**src/rtl/bram_portb_arbiter.sv**
```systemverilog
`default_nettype none
// ============================================================================
// Module   : bram_portb_arbiter
// Purpose  : Round-robin request/grant arbiter sharing BRAM port B between the
//            image solver (S) and the dmn cell (D), with read-valid routing.
// Revision : 1.0 - initial release
// ============================================================================
module bram_portb_arbiter #(
  parameter int ADDR_WIDTH = 18,
  parameter int READ_LAT   = 2
) (
  input  logic                  clk,
  input  logic                  rst,
  // solver master
  input  logic                  s_req,
  output logic                  s_gnt,
  input  logic                  s_en,
  input  logic                  s_we,
  input  logic [ADDR_WIDTH-1:0] s_addr,
  input  logic [7:0]            s_din,
  output logic [7:0]            s_dout,
  output logic                  s_rvalid,
  // dmn master
  input  logic                  d_req,
  output logic                  d_gnt,
  input  logic                  d_en,
  input  logic                  d_we,
  input  logic [ADDR_WIDTH-1:0] d_addr,
  input  logic [7:0]            d_din,
  output logic [7:0]            d_dout,
  output logic                  d_rvalid,
  // BRAM port B
  output logic                  enb,
  output logic                  web,
  output logic [ADDR_WIDTH-1:0] addrb,
  output logic [7:0]            dinb,
  input  logic [7:0]            doutb,
  // status
  output logic                  busy,
  output logic                  access_err
);

  localparam logic c_OWNER_S = 1'b0;
  localparam logic c_OWNER_D = 1'b1;
  localparam int   c_LAST    = READ_LAT - 1;

  typedef enum logic [1:0] {
    ST_IDLE  = 2'd0,
    ST_OWN_S = 2'd1,
    ST_OWN_D = 2'd2,
    ST_DRAIN = 2'd3
  } state_t;

  state_t              r_state;
  state_t              w_state_nxt;
  logic                r_last_owner;
  logic [READ_LAT-1:0] r_tag_v;
  logic [READ_LAT-1:0] r_tag_o;
  logic                r_access_err;
  logic                w_rd_push;
  logic                w_drain_done;

  // ---------------------------------------------------------------------------
  // Ownership state machine
  // ---------------------------------------------------------------------------
  always_ff @(posedge clk or posedge rst) begin
    if (rst) begin
      r_state <= ST_IDLE;
    end else begin
      r_state <= w_state_nxt;
    end
  end

  always_comb begin
    w_state_nxt = r_state;
    case (r_state)
      ST_IDLE: begin
        if (s_req && d_req) begin
          w_state_nxt = (r_last_owner == c_OWNER_D) ? ST_OWN_S : ST_OWN_D;
        end else if (s_req) begin
          w_state_nxt = ST_OWN_S;
        end else if (d_req) begin
          w_state_nxt = ST_OWN_D;
        end
      end
      ST_OWN_S: begin
        if (!s_req) w_state_nxt = ST_DRAIN;
      end
      ST_OWN_D: begin
        if (!d_req) w_state_nxt = ST_DRAIN;
      end
      ST_DRAIN: begin
        if (w_drain_done) w_state_nxt = ST_IDLE;
      end
      default: w_state_nxt = ST_IDLE;
    endcase
  end

  // Round-robin memory: the master that released last loses the next tie.
  always_ff @(posedge clk or posedge rst) begin
    if (rst) begin
      r_last_owner <= c_OWNER_D;
    end else if (r_state == ST_OWN_S && !s_req) begin
      r_last_owner <= c_OWNER_S;
    end else if (r_state == ST_OWN_D && !d_req) begin
      r_last_owner <= c_OWNER_D;
    end
  end

  assign s_gnt = (r_state == ST_OWN_S);
  assign d_gnt = (r_state == ST_OWN_D);
  assign busy  = (r_state != ST_IDLE);

  // ---------------------------------------------------------------------------
  // Port-B mux: only the owner reaches the BRAM, zeros when nobody owns it
  // ---------------------------------------------------------------------------
  always_comb begin
    enb   = 1'b0;
    web   = 1'b0;
    addrb = '0;
    dinb  = '0;
    if (s_gnt) begin
      enb   = s_en;
      web   = s_we & s_en;
      addrb = s_addr;
      dinb  = s_din;
    end else if (d_gnt) begin
      enb   = d_en;
      web   = d_we & d_en;
      addrb = d_addr;
      dinb  = d_din;
    end
  end

  // ---------------------------------------------------------------------------
  // Read tag pipeline, aligned with the BRAM read latency
  // ---------------------------------------------------------------------------
  assign w_rd_push = enb & ~web;

  always_ff @(posedge clk or posedge rst) begin
    if (rst) begin
      r_tag_v <= '0;
      r_tag_o <= '0;
    end else begin
      r_tag_v[0] <= w_rd_push;
      r_tag_o[0] <= d_gnt ? c_OWNER_D : c_OWNER_S;
      for (int i = 1; i < READ_LAT; i++) begin
        r_tag_v[i] <= r_tag_v[i-1];
        r_tag_o[i] <= r_tag_o[i-1];
      end
    end
  end

  // A tag in the final stage exits this cycle, so only earlier stages block.
  always_comb begin
    w_drain_done = 1'b1;
    for (int i = 0; i < c_LAST; i++) begin
      if (r_tag_v[i]) w_drain_done = 1'b0;
    end
  end

  assign s_rvalid = r_tag_v[c_LAST] & (r_tag_o[c_LAST] == c_OWNER_S);
  assign d_rvalid = r_tag_v[c_LAST] & (r_tag_o[c_LAST] == c_OWNER_D);
  assign s_dout   = doutb;
  assign d_dout   = doutb;

  // ---------------------------------------------------------------------------
  // Sticky flag for strobes from a master without grant
  // ---------------------------------------------------------------------------
  always_ff @(posedge clk or posedge rst) begin
    if (rst) begin
      r_access_err <= 1'b0;
    end else if ((s_en && !s_gnt) || (d_en && !d_gnt)) begin
      r_access_err <= 1'b1;
    end
  end

  assign access_err = r_access_err;

endmodule
`default_nettype wire

```
**config.mk**
```make
export PLATFORM = sky130hd
export DESIGN_NAME = bram_portb_arbiter
export DESIGN_NICKNAME = d
export VERILOG_FILES = /design/src/rtl/bram_portb_arbiter.sv
export SDC_FILE = /design/constraint.sdc
export NUM_CORES = 1
export LEC_CHECK = 0
export CAP_MARGIN = 20
export CORE_ASPECT_RATIO = 1.75
export CORE_MARGIN = 5
export CORE_UTILIZATION = 25
export DETAILED_ROUTE_END_ITERATION = 16
export PLACE_DENSITY_LB_ADDON = 0.05
export SETUP_SLACK_MARGIN = 0.1
export SLEW_MARGIN = 30
export SYNTH_ARGS = -nofsm -noshare
export SYNTH_HDL_FRONTEND = slang
export SYNTH_SLANG_ARGS = --single-unit
export TNS_END_PERCENT = 10
```
**constraint.sdc**
```tcl
create_clock -name clk -period 2.1 [get_ports clk]
set_input_delay 0.42 -clock clk [delete_from_list [all_inputs] [get_ports clk]]
set_output_delay 0.42 -clock clk [all_outputs]
set_load 0.005 [all_outputs]
```
==> results by group <==
Routing
  • Wirelength per Cell: 14.55 µm
  • # DRC: 0
  • Final antenna-violating net count: 0
  • Via Count: around 1.2k
  • Drt pass-1 iters: 3
  • Initial DRC Count: 6
  • Post-DR vias/cell: between 4 and 5
  • Wirelength, routed: roughly 3800 µm

Global routing
  • Largest net degree at the start of global routing: 18
  • GR Overflow Total: 0
  • First-pass GRT wire length: around 5700 µm
  • Initial antenna violation count: 0
  • GRT Total Usage: 0.1600
  • Vias in the first global route: between 1k and 1.5k

Clocking
  • Clock Sinks: 8
  • CTS HTree Levels: 1
  • Clock tree buffer depth: 2
  • CTS tree: built
  • Num CTS Buffers: 3
  • Clk pin slew, worst setup/hold paths: about 0.040 ns
  • Clk Latency, worst-skew pair: 0.23 ns
  • Clock root cell: clkbuf_8

Worst setup path
  • Worst r2r path cells: 6
  • Crit path kind: reg -> out
  • Worst r2r dst: r_state[1]
  • Slowest CP cell: clkdlybuf4s50_1
  • Worst Path Required: 1.68 ns
  • Critical Path, Cell by Cell: ha_4 > buf_12 > nor2_4 > a22o_1 > clkdlybuf4s50_1
  • Crit. End Element: output pin
  • R2r setup slk: approximately 0.43 ns
  • Crit path DAT: around 1.8 ns
  • CP Max Fanout: 10
  • R2r startpoint: r_state[1]
  • Worst path max stage delay: around 0.5 ns
  • CP Launch Type: flip-flop

STA
  • Final setup TNS: -0.2815 ns
  • Min Tclk post-route: 2.217 ns
  • Crit share post-route: 1.056
  • Final setup vio count: 5
  • Fin. max-slew vios: 0
  • Worst-Margin Slew: roughly 0.33 ns
  • Fin worst setup slack: -0.1168 ns
  • Fmax: between 400 and 500 MHz
  • Final hold violation count: 0
  • Max_slew headroom: 0.7770
  • Setup Skew: ~0.00097 ns
  • Hold slack: 0.3485 ns
  • RSZ-0062 raised after global routing: yes

Synth
  • Top-area cell type share of the netlist area: 0.1997
  • Dominant cell type by area after synthesis: dfrtp_1
  • Most used DFF post-synth: dfrtp_1
  • Post-synthesis sequential area ratio: 0.2297
  • Flops & latches, synth: 8
  • Cell Area, Synth: 877.1 µm²
  • Most frequent cell after synthesis: nand2_1
  • Post-Syn Nets: slightly below 200
  • Top post-synthesis cells by area: dfrtp_1 20%, nand2_1 15%, buf_4 15%
  • Synth cell types: 21
  • Mapped Avg Cell Area: 6.961 µm²
  • Async set-reset flop share out of synthesis: 1.000
  • YS warnings: 0
  • Cell count after synthesis: approximately 130
  • EDFF count, synth: 0
  • Top post-synthesis cells by count: 35 x nand2_1, 20 x o21ai_0, 17 x buf_4

Power
  • Sw Share: 0.3868
  • Power Dens Cells: ~1100 nW/µm²
  • Clock power frac: 0.091
  • Leak: 0.8813 nW
  • Flop pwr share: 0.128
  • Internal power: 1.319 mW
  • Logic pwr share: 0.781
  • Total power: 2.151 mW
  • Worst vdd ir: approximately 0.54 mV
  • Sw power: 0.8321 mW

Outcome
  • Status: complete, but fails checks
  • Failing checks: setup timing

Placed design
  • Dpl hpwl: roughly 3300 µm
  • IO Port Bufs: 93
  • Routability cong.: slightly below 0.8

Floorplanning
  • Core Footprint: between 3000 and 4000 µm²
  • # IOs: about 120
  • Die width: 54.78 µm
  • Die area: between 4000 and 5000 µm²
  • Die Height: 88.36 µm
  • Initial Util: 0.2581
  • # rows: 28

Layout
  • Layout cell share with drive strength beyond 1: 0.1574
  • FILL cells: 332
  • Synthesis-to-layout area growth: 118.8%
  • Nets: between 200 and 300
  • Antenna cells: 0

Hold path
  • Hold path start: r_tag_o[0]
  • Hold Crit Class: reg -> reg
  • Number of cells on the worst hold path: 0
  • Hold Crit Endpoint: r_tag_o[1]

Job
  • Max-cap viol count: 0
per-layer routing:
metal  vias up  track usage  share of wire
met4         0      0.06349          0.022
met1       550       0.1502           0.31
li1        587            -              -
met2        45       0.3114           0.62
met5         -            0              0
met3        10      0.03373          0.050
layout make-up:
type                       instances  area [µm²]  area share
inverter                           8       30.03     0.01565
timing repair buffer             108        1057      0.5508
tap                               45       56.30     0.02934
multi-input combinational         88       528.0      0.2751
sequential                         8       202.7      0.1056
clock buffer                       4       45.04     0.02347
metrics by stage:
| stage | std cells | area (µm²) | setup slack (ns) | util |
|---|---|---|---|---|
| after global placement | 254 | 1818 | -0.07539 | 0.5350 |
| after CTS | 260 | 1893 | -0.1579 | 0.5571 |
| after floorplan | 126 | 877.1 | 0.4131 | - |
| after global routing | 261 | 1919 | -0.1741 | 0.5648 |
| after detailed placement | 254 | 1818 | -0.1212 | 0.5350 |
| final | 261 | 1919 | -0.1168 | 0.5648 |
power groups by stage:
stage / clock (mW) / sequential (mW) / combinational [mW]
after floorplan: 0 / 0.261 / 0.709
after global placement: 0 / 0.264 / 1.67
after detailed placement: 0 / 0.269 / 1.70
after CTS: 0.200 / 0.271 / 1.68
after global routing: 0.207 / 0.288 / 1.84
final: 0.195 / 0.276 / 1.68
kinds of logic (layout without fill, tap and decap cells):
| kind of cell | Yosys count | after routing | synth area share |
|---|---|---|---|
| flops | 8 | 8 | 0.2297 |
| fa+ha+maj | 4 | 4 | 0.05706 |
| simple gates | 43 | 44 | 0.2126 |
| buf+inv | 31 | 120 | 0.2125 |
| compound gates | 40 | 40 | 0.2882 |
state kept, by name, indices dropped and copies added, names as in the netlist:
signal / cells
access_err: 1
r_tag_o: 2
r_tag_v: 2
r_last_owner: 1
r_state: 2
critical path: cells and delay by family (launching register included):
| family | cells | cell delay, ns |
|---|---|---|
| AOI/OAI and AO/OA | 1 | 0.16 |
| buffers and inverters | 2 | 0.64 |
| and+or+nand+nor | 1 | 0.16 |
| adders and majority gates | 1 | 0.18 |
| DFF | 1 | 0.43 |
cell usage in the layout, fill, tap and decap left out, types with 2 or more instances in the layout:
master | Yosys | layout
buf_4 | 17 | 12
and2_1 | 2 | 2
nor2b_1 | 2 | 2
dlymetal6s2s_1 | 0 | 5
a21oi_1 | 3 | 3
dfrtp_1 | 7 | 6
clkdlybuf4s15_1 | 0 | 6
inv_2 | 0 | 3
buf_6 | 0 | 2
a31oi_1 | 3 | 3
a22o_1 | 10 | 10
ha_4 | 0 | 2
clkdlybuf4s50_1 | 0 | 67
nor2_4 | 1 | 2
o21ai_1 | 0 | 10
nand3_1 | 2 | 2
inv_1 | 8 | 5
nand2_1 | 35 | 35
clkbuf_2 | 0 | 2
dlygate4sd2_1 | 0 | 10
clkbuf_8 | 0 | 3
o21ai_0 | 20 | 10
clkdlybuf4s15_2 | 0 | 3
how the worst max path moves through the flow:
stage	from	end	slack, ns	cells past startpoint
finish	r_state[0]	addrb[13]	-0.12	5
CTS	r_state[1]	dinb[7]	-0.16	6
detailed placement	d_en	web	-0.12	4
global placement	d_en	web	-0.08	4
floorplan	r_state[0]	addrb[0]	0.41	6
global route	r_state[0]	addrb[13]	-0.17	5
repair_timing:
| action | 4_1_cts | 5_1_grt |
|---|---|---|
| hold buffers | 0 | 0 |
| hold endpoints to repair | 0 | 0 |
| pin swaps | 1 | 4 |
| setup buffers | 1 | 1 |
| gates resized for setup | 44 | 20 |
| setup endpoints to repair | 31 | 30 |
| gates cloned | 1 | 0 |
No activity file was read; power rests on OpenSTA's default activity.
